## src/rtl/alu_cmd_issuer.sv

```systemverilog
// alu_cmd_issuer: command initiator for the 8-bit combinational ALU.
// Accepts a command, drives the ALU inputs, waits SETTLE_CYCLES (legal 1..15),
// captures the result and flags with stale outputs masked per opcode, and
// returns them on a valid/ready response channel. Captured results of the
// arithmetic/logic opcodes are kept in an accumulator for chaining.
module alu_cmd_issuer #(
  parameter int unsigned SETTLE_CYCLES = 1
) (
  input  logic       clk,
  input  logic       rst_n,
  // command channel
  input  logic       cmd_valid,
  output logic       cmd_ready,
  input  logic [2:0] cmd_opcode,
  input  logic [7:0] cmd_a,
  input  logic [7:0] cmd_b,
  input  logic       cmd_use_acc,
  // ALU drive
  output logic [7:0] alu_a,
  output logic [7:0] alu_b,
  output logic [2:0] alu_opcode,
  // ALU return
  input  logic [7:0] alu_c,
  input  logic       alu_carry,
  input  logic       alu_borrow,
  input  logic       alu_equal,
  input  logic       alu_less,
  input  logic       alu_more,
  // response channel
  output logic       rsp_valid,
  input  logic       rsp_ready,
  output logic [7:0] rsp_result,
  output logic [4:0] rsp_flags,
  // status
  output logic [7:0] acc,
  output logic       busy
);

  typedef enum logic [1:0] {
    ST_IDLE = 2'd0,
    ST_WAIT = 2'd1,
    ST_RESP = 2'd2
  } state_e;

  localparam logic [2:0] OP_ADD  = 3'b000;
  localparam logic [2:0] OP_SUB  = 3'b001;
  localparam logic [2:0] OP_CMP  = 3'b110;
  localparam logic [2:0] OP_CLR  = 3'b111;

  localparam logic [3:0] SETTLE = SETTLE_CYCLES[3:0];

  state_e     state_q;
  logic [3:0] cnt_q;
  logic       cmd_ready_q;
  logic [7:0] alu_a_q;
  logic [7:0] alu_b_q;
  logic [2:0] alu_op_q;
  logic       rsp_valid_q;
  logic [7:0] rsp_result_q;
  logic [4:0] rsp_flags_q;
  logic [7:0] acc_q;
  logic       busy_q;

  logic [7:0] cap_result_d;
  logic [4:0] cap_flags_d;
  logic       cap_acc_we;

  // Mask stale ALU outputs according to the opcode currently being driven.
  always_comb begin
    cap_result_d = alu_c;
    cap_flags_d  = '0;
    cap_acc_we   = 1'b1;
    unique case (alu_op_q)
      OP_ADD: cap_flags_d = {alu_carry, 4'b0000};
      OP_SUB: cap_flags_d = {1'b0, alu_borrow, 3'b000};
      OP_CMP: begin
        cap_result_d = '0;
        cap_flags_d  = {2'b00, alu_equal, alu_less, alu_more};
        cap_acc_we   = 1'b0;
      end
      OP_CLR: begin
        cap_result_d = '0;
        cap_acc_we   = 1'b0;
      end
      default: ;
    endcase
  end

  // Command/settle/response FSM; every output is a register.
  always_ff @(posedge clk or negedge rst_n) begin
    if (!rst_n) begin
      state_q      <= ST_IDLE;
      cnt_q        <= '0;
      cmd_ready_q  <= 1'b1;
      alu_a_q      <= '0;
      alu_b_q      <= '0;
      alu_op_q     <= OP_CLR;
      rsp_valid_q  <= 1'b0;
      rsp_result_q <= '0;
      rsp_flags_q  <= '0;
      acc_q        <= '0;
      busy_q       <= 1'b0;
    end else begin
      unique case (state_q)
        ST_IDLE: begin
          if (cmd_valid) begin
            alu_a_q     <= cmd_use_acc ? acc_q : cmd_a;
            alu_b_q     <= cmd_b;
            alu_op_q    <= cmd_opcode;
            cnt_q       <= SETTLE;
            cmd_ready_q <= 1'b0;
            busy_q      <= 1'b1;
            state_q     <= ST_WAIT;
          end
        end
        ST_WAIT: begin
          // <= 1 also covers an out-of-range zero setting as a one-cycle settle
          if (cnt_q <= 4'd1) begin
            rsp_result_q <= cap_result_d;
            rsp_flags_q  <= cap_flags_d;
            if (cap_acc_we) begin
              acc_q <= cap_result_d;
            end
            rsp_valid_q  <= 1'b1;
            cnt_q        <= '0;
            state_q      <= ST_RESP;
          end else begin
            cnt_q <= cnt_q - 4'd1;
          end
        end
        ST_RESP: begin
          if (rsp_ready) begin
            rsp_valid_q <= 1'b0;
            cmd_ready_q <= 1'b1;
            busy_q      <= 1'b0;
            state_q     <= ST_IDLE;
          end
        end
        default: begin
          state_q     <= ST_IDLE;
          rsp_valid_q <= 1'b0;
          cmd_ready_q <= 1'b1;
          busy_q      <= 1'b0;
        end
      endcase
    end
  end

  assign cmd_ready  = cmd_ready_q;
  assign alu_a      = alu_a_q;
  assign alu_b      = alu_b_q;
  assign alu_opcode = alu_op_q;
  assign rsp_valid  = rsp_valid_q;
  assign rsp_result = rsp_result_q;
  assign rsp_flags  = rsp_flags_q;
  assign acc        = acc_q;
  assign busy       = busy_q;

endmodule
```

## config.mk

```make
export PLATFORM = sky130hd
export DESIGN_NAME = alu_cmd_issuer
export DESIGN_NICKNAME = d
export VERILOG_FILES = /design/src/rtl/alu_cmd_issuer.sv
export SDC_FILE = /design/constraint.sdc
export NUM_CORES = 1
export LEC_CHECK = 0
export BUFFER_PORTS_ARGS = -buffer_cell sky130_fd_sc_hd__buf_2
export CAP_MARGIN = 5
export CELL_PAD_IN_SITES_DETAIL_PLACEMENT = 1
export CELL_PAD_IN_SITES_GLOBAL_PLACEMENT = 1
export CORE_MARGIN = 4
export CORE_UTILIZATION = 39
export CTS_BUF_LIST = sky130_fd_sc_hd__clkbuf_8
export DETAILED_ROUTE_END_ITERATION = 12
export PLACE_DENSITY_LB_ADDON = 0.08
export SLEW_MARGIN = 20
export SYNTH_ARGS = -nofsm -noshare
export SYNTH_HDL_FRONTEND = slang
export SYNTH_SLANG_ARGS = --single-unit
```

## constraint.sdc

```tcl
create_clock -name clk -period 2.5 [get_ports clk]
set_clock_uncertainty 0.2 [all_clocks]
set_input_delay 0.125 -clock clk [delete_from_list [all_inputs] [get_ports clk]]
set_output_delay 0.125 -clock clk [all_outputs]
set_load 0.03 [all_outputs]
```

### Yosys cells after proc, flatten, opt, wreduce, memory -nomap -nowiden

Cells that the tools add are included.

| word-level totals | value |
|---|---|
| register bits | 49 |
| logic and storage cells | 53 |
| input bits | 37 |

| cells by class | value |
|---|---|
| add/subtract/negate cells | 1 |
| reduce and logical (&&, ||, !) cells | 11 |
| multiplexer cells | 18 |
| eq/ne operators | 8 |
| bitwise operators | 3 |
| magnitude comparators | 1 |

Operators with widths:

| kind | number |
|---|---|
| $mux W8 | 2 |
| $pmux W5 S3 | 1 |
| $reduce_and A3 Y1 | 4 |
| $pmux W1 S3 | 3 |
| $mux W4 | 2 |
| $pmux W4 S2 | 1 |
| $eq A3 B3 Y1 const B | 2 |
| $mux W2 | 3 |
| $ne A2 B2 Y1 const B | 3 |
| $pmux W2 S3 | 1 |
| $reduce_and A2 Y1 | 3 |
| $mux W1 | 5 |
| $le A4 B1 Y1 const B | 1 |
| $sub A4 B1 Y4 const B | 1 |
| $eq A3 B1 Y1 const B | 1 |
| $logic_not A3 Y1 | 1 |
| $not A1 Y1 | 3 |
| $eq A2 B1 Y1 const B | 1 |
| $eq A2 B2 Y1 const B | 1 |
| $logic_not A2 Y1 | 1 |
| $reduce_bool A2 Y1 | 1 |
| $reduce_or A2 Y1 | 1 |

### Logic depth before layout (Yosys ltp)

| logic depth | value |
|---|---|
| word-level depth | 4 |
| depth in mapped cells | 6 |

### Worst setup path after synthesis

No wires, ideal clock.

| timing | value |
|---|---|
| kind | register -> register |
| start point | reg cnt_q[0] |
| end point | reg acc_q[6] (netlist: acc[6]) |
| data required time | 2175 ps |
| path slack | 574 ps |
| cell stages (with the launch flop) | 7 |
| library setup time | 125 ps |
| data arrival time | 1601 ps |
| cell sequence | dfrtp_1 inv_1 ha_1 nor2_1 nor4b_4 buf_6 mux2_4 |

| on the way | value |
|---|---|
| longest elaborated chain between the ends | 2 |

Ends and longest elaborated chain:

| what | RTL line | source |
|---|---|---|
| from (decl) | 53 | `logic [3:0] cnt_q;` |
| from (signal assigned) | 128 | `cnt_q <= cnt_q - 4'd1;` |
| $le A4 B1 Y1 | 118 | `if (cnt_q <= 4'd1) begin` |
| $reduce_and A3 Y1 (no source line) | n/a |  |
| to (signal assigned) | 122 | `acc_q <= cap_result_d;` |
| to (decl) | 61 | `logic [7:0] acc_q;` |

Every way passes these cells.
A chain may end at the register's enable or synchronous reset.

### Worst setup path in the final report

| timing | value |
|---|---|
| start point | reg cnt_q[0] |
| end point | reg acc_q[4] (netlist: acc[4]) |

Same word-level chain as after synthesis.

==> flow_summary.json <==
{
  "outcome": "finished, final reports clean",
  "ys_warn_count": 0,
  "wirelength_um": 5670,
  "startpoint_type": "register",
  "grt_overflow_total": 0,
  "multi_input_area_sq_um": 793,
  "vias_per_cell": 4.84,
  "grt_max_degree": 30,
  "clock_latency_ps": 290,
  "die_w_um": 81.0,
  "synth_most_common_cell": "dfrtp_1",
  "clockBufferDepth": 2,
  "p_leak_nw": 1.43,
  "fin_tns_setup_ps": 0,
  "path_max_fanout": 16,
  "syn_avg_cell_area_sq_um": 13.0,
  "io_buffers": 79,
  "yosysTopAreaCell": "dfrtp_1",
  "cts_buffers": 5,
  "synth_edf_count": 0,
  "synthTopCellsByCount": "45 x dfrtp_1, 22 x mux2_2, 11 x nor2_1",
  "path_clk_slew_ps": 90,
  "hold_violations": 0,
  "vias": 1661,
  "path_cells": "inv_1 -> ha_1 -> nor2_1 -> nor4b_4 -> buf_4 -> mux2_2",
  "wl_per_cell_um": 16.5,
  "rows": 26,
  "grt_pass1_vias": 1834,
  "drive_gt1_frac": 0.451,
  "max_stage_delay_ps": 430,
  "end_kind": "register",
  "worstPathRequired_ps": 2480,
  "synth.yosys.seq_area_share": 0.592,
  "drv_cap": 0,
  "grtUsageTotal": 0.181,
  "fill_cells": 586,
  "fmax_ghz": 0.503,
  "ant_nets": 0,
  "layout.nets": 311,
  "core_area_sq_mm": 0.00514,
  "cts_resized": 0,
  "place_area_sq_mm": 0.00255,
  "async_flop_share": 1.00,
  "tightestPinTransition_ps": 449,
  "fin_area_sq_mm": 0.00294,
  "maxSlewViolCount": 0,
  "synth_ff_type": "dfrtp_1",
  "grt_pass1_wl_um": 9090,
  "initial_core_util": 0.405,
  "ios": 80,
  "critical_path.slowest_cell": "dfrtp_1",
  "timing.final.crit_period_ps": 1990,
  "die_h_um": 81.0,
  "yosys-top-cells-area": "dfrtp_1 54%, mux2_2 12%, dfstp_2 5.1%, mux2i_1 3.8%, a22o_1 3.4%",
  "syn-cell-area_sq_mm": 0.00208,
  "place.gp.congestion": 0.721,
  "powerDensity_mw_per_mm2": 1370,
  "drt-initial-drc-count": 94,
  "antenna_cells": 0,
  "setup_viol": 0,
  "dieArea_sq_mm": 0.00657,
  "synthCells": 160,
  "fin_crit_sh": 0.795,
  "ir_worst_vdd_v": 0.000634,
  "antenna_found_initial": 0,
  "arrival_ps": 1970,
  "slew_headroom": 0.699,
  "numClockSinks": 49,
  "regArea_sq_mm": 0.00123,
  "syn_to_final_growth_pct": 41.1,
  "yosys.area.top_type_share": 0.541,
  "cts_tree": "done",
  "synth_cell_types": 32,
  "crit_type": "register to register",
  "h-tree-depth": 2,
  "syn_nets": 199,
  "hold_class": "input port to register",
  "drtPass1Iterations": 4,
  "post_cts_buffers": 0,
  "dp_hpwl_um": 4020,
  "synth_seq_cells": 49,
  "ctsRootBufferMaster": "clkbuf_8",
  "drc_errors": 0,
  "rsz0062_at_grt": "false"
}
-- final timing paths --
path                       startpoint      endpoint  slack (ps)  cells past startpoint
setup / recovery             cnt_q[0]        acc[4]         510                      6
hold / removal               alu_more  rsp_flags[0]          50                      3
setup reg to reg             cnt_q[0]        acc[4]         510                      6
hold reg to reg              alu_b[0]      alu_b[0]         310                      1
max in group asynchronous       rst_n     cmd_ready        1220                      3
min in group asynchronous       rst_n  rsp_flags[4]         100                      2
-- cells in the final DEF, fill, tap and decap left out, drive strengths merged, types with 5 or more instances in the layout --
| cell | n |
|---|---|
| mux2i | 8 |
| o21ai | 6 |
| nand2 | 9 |
| dlygate4sd3 | 30 |
| buf | 83 |
| clkbuf | 5 |
| a21oi | 10 |
| dfrtp | 45 |
| a22o | 8 |
| mux2 | 24 |
| nor3 | 5 |
| nor2 | 11 |
-- kinds of logic (layout without fill, tap and decap cells) --
family / after synthesis / after routing / synth area share
DFF: 49 / 49 / 0.592
xor gates and xnor gates: 1 / 1 / 0.00421
muxes: 32 / 32 / 0.172
buffers and inverters: 11 / 124 / 0.0295
AOI/OAI and AO/OA: 27 / 27 / 0.0830
and+or+nand+nor: 38 / 38 / 0.108
adders and majority gates: 2 / 2 / 0.0120
-- flip-flops by register name, indices dropped and copies added (netlist names) --
register    flops
acc             8
cnt_q           4
alu_opcode      3
alu_b           8
rsp_valid       1
state_q         2
alu_a           8
cmd_ready       1
rsp_result      8
busy            1
rsp_flags       5
-- where the power goes --
group          internal (mW)  switching, mW
clock                  0.194          0.263
combinational          0.790           1.29
sequential              1.19          0.300
total                   2.17           1.85
-- final cells by class --
type | count | area share
Sequential cell | 49 | 0.419
Multi-Input combinational cell | 100 | 0.270
Timing Repair Buffer | 113 | 0.247
Tap cell | 70 | 0.0298
Clock buffer | 5 | 0.0234
Clock inverter | 3 | 0.00639
Inverter | 3 | 0.00383
-- per-layer routing --
metal,routed length [um],track usage,vias to the layer above
met3,365,0.0432,6
met5,0,0,-
met1,2250,0.208,816
li1,-,-,783
met2,3000,0.337,56
met4,65,0.0456,0
-- critical path, delay by kind of cell (launching register included) --
kind / cells / cell delay (ps)
buffers and inverters: 2 / 350
multiplexers: 1 / 370
flip-flops: 1 / 430
adder cells (fa/ha/maj): 1 / 180
AND/OR/NAND/NOR: 2 / 340
-- metrics by stage --
| stage | hold WS, ps | setup slack, ps | util | cells | power (mW) |
|---|---|---|---|---|---|
| finish | 50.8 | 513 | 0.571 | 343 | 4.02 |
| global route | 65.0 | 428 | 0.571 | 343 | 4.27 |
| CTS | 50.6 | 509 | 0.571 | 343 | 4.05 |
| detailed placement | -104 | 525 | 0.496 | 305 | 3.55 |
| global placement | -114 | 618 | 0.496 | 305 | 3.44 |
| floorplan | -371 | 574 | - | 160 | 2.93 |
-- what timing repair did --
item | in CTS | in global routing
hold buffers | 30 | 0
hold endpoints to repair | 60 | 0
endpoints found under the setup margin | 0 | 0
No activity file was read; power rests on OpenSTA's default activity.
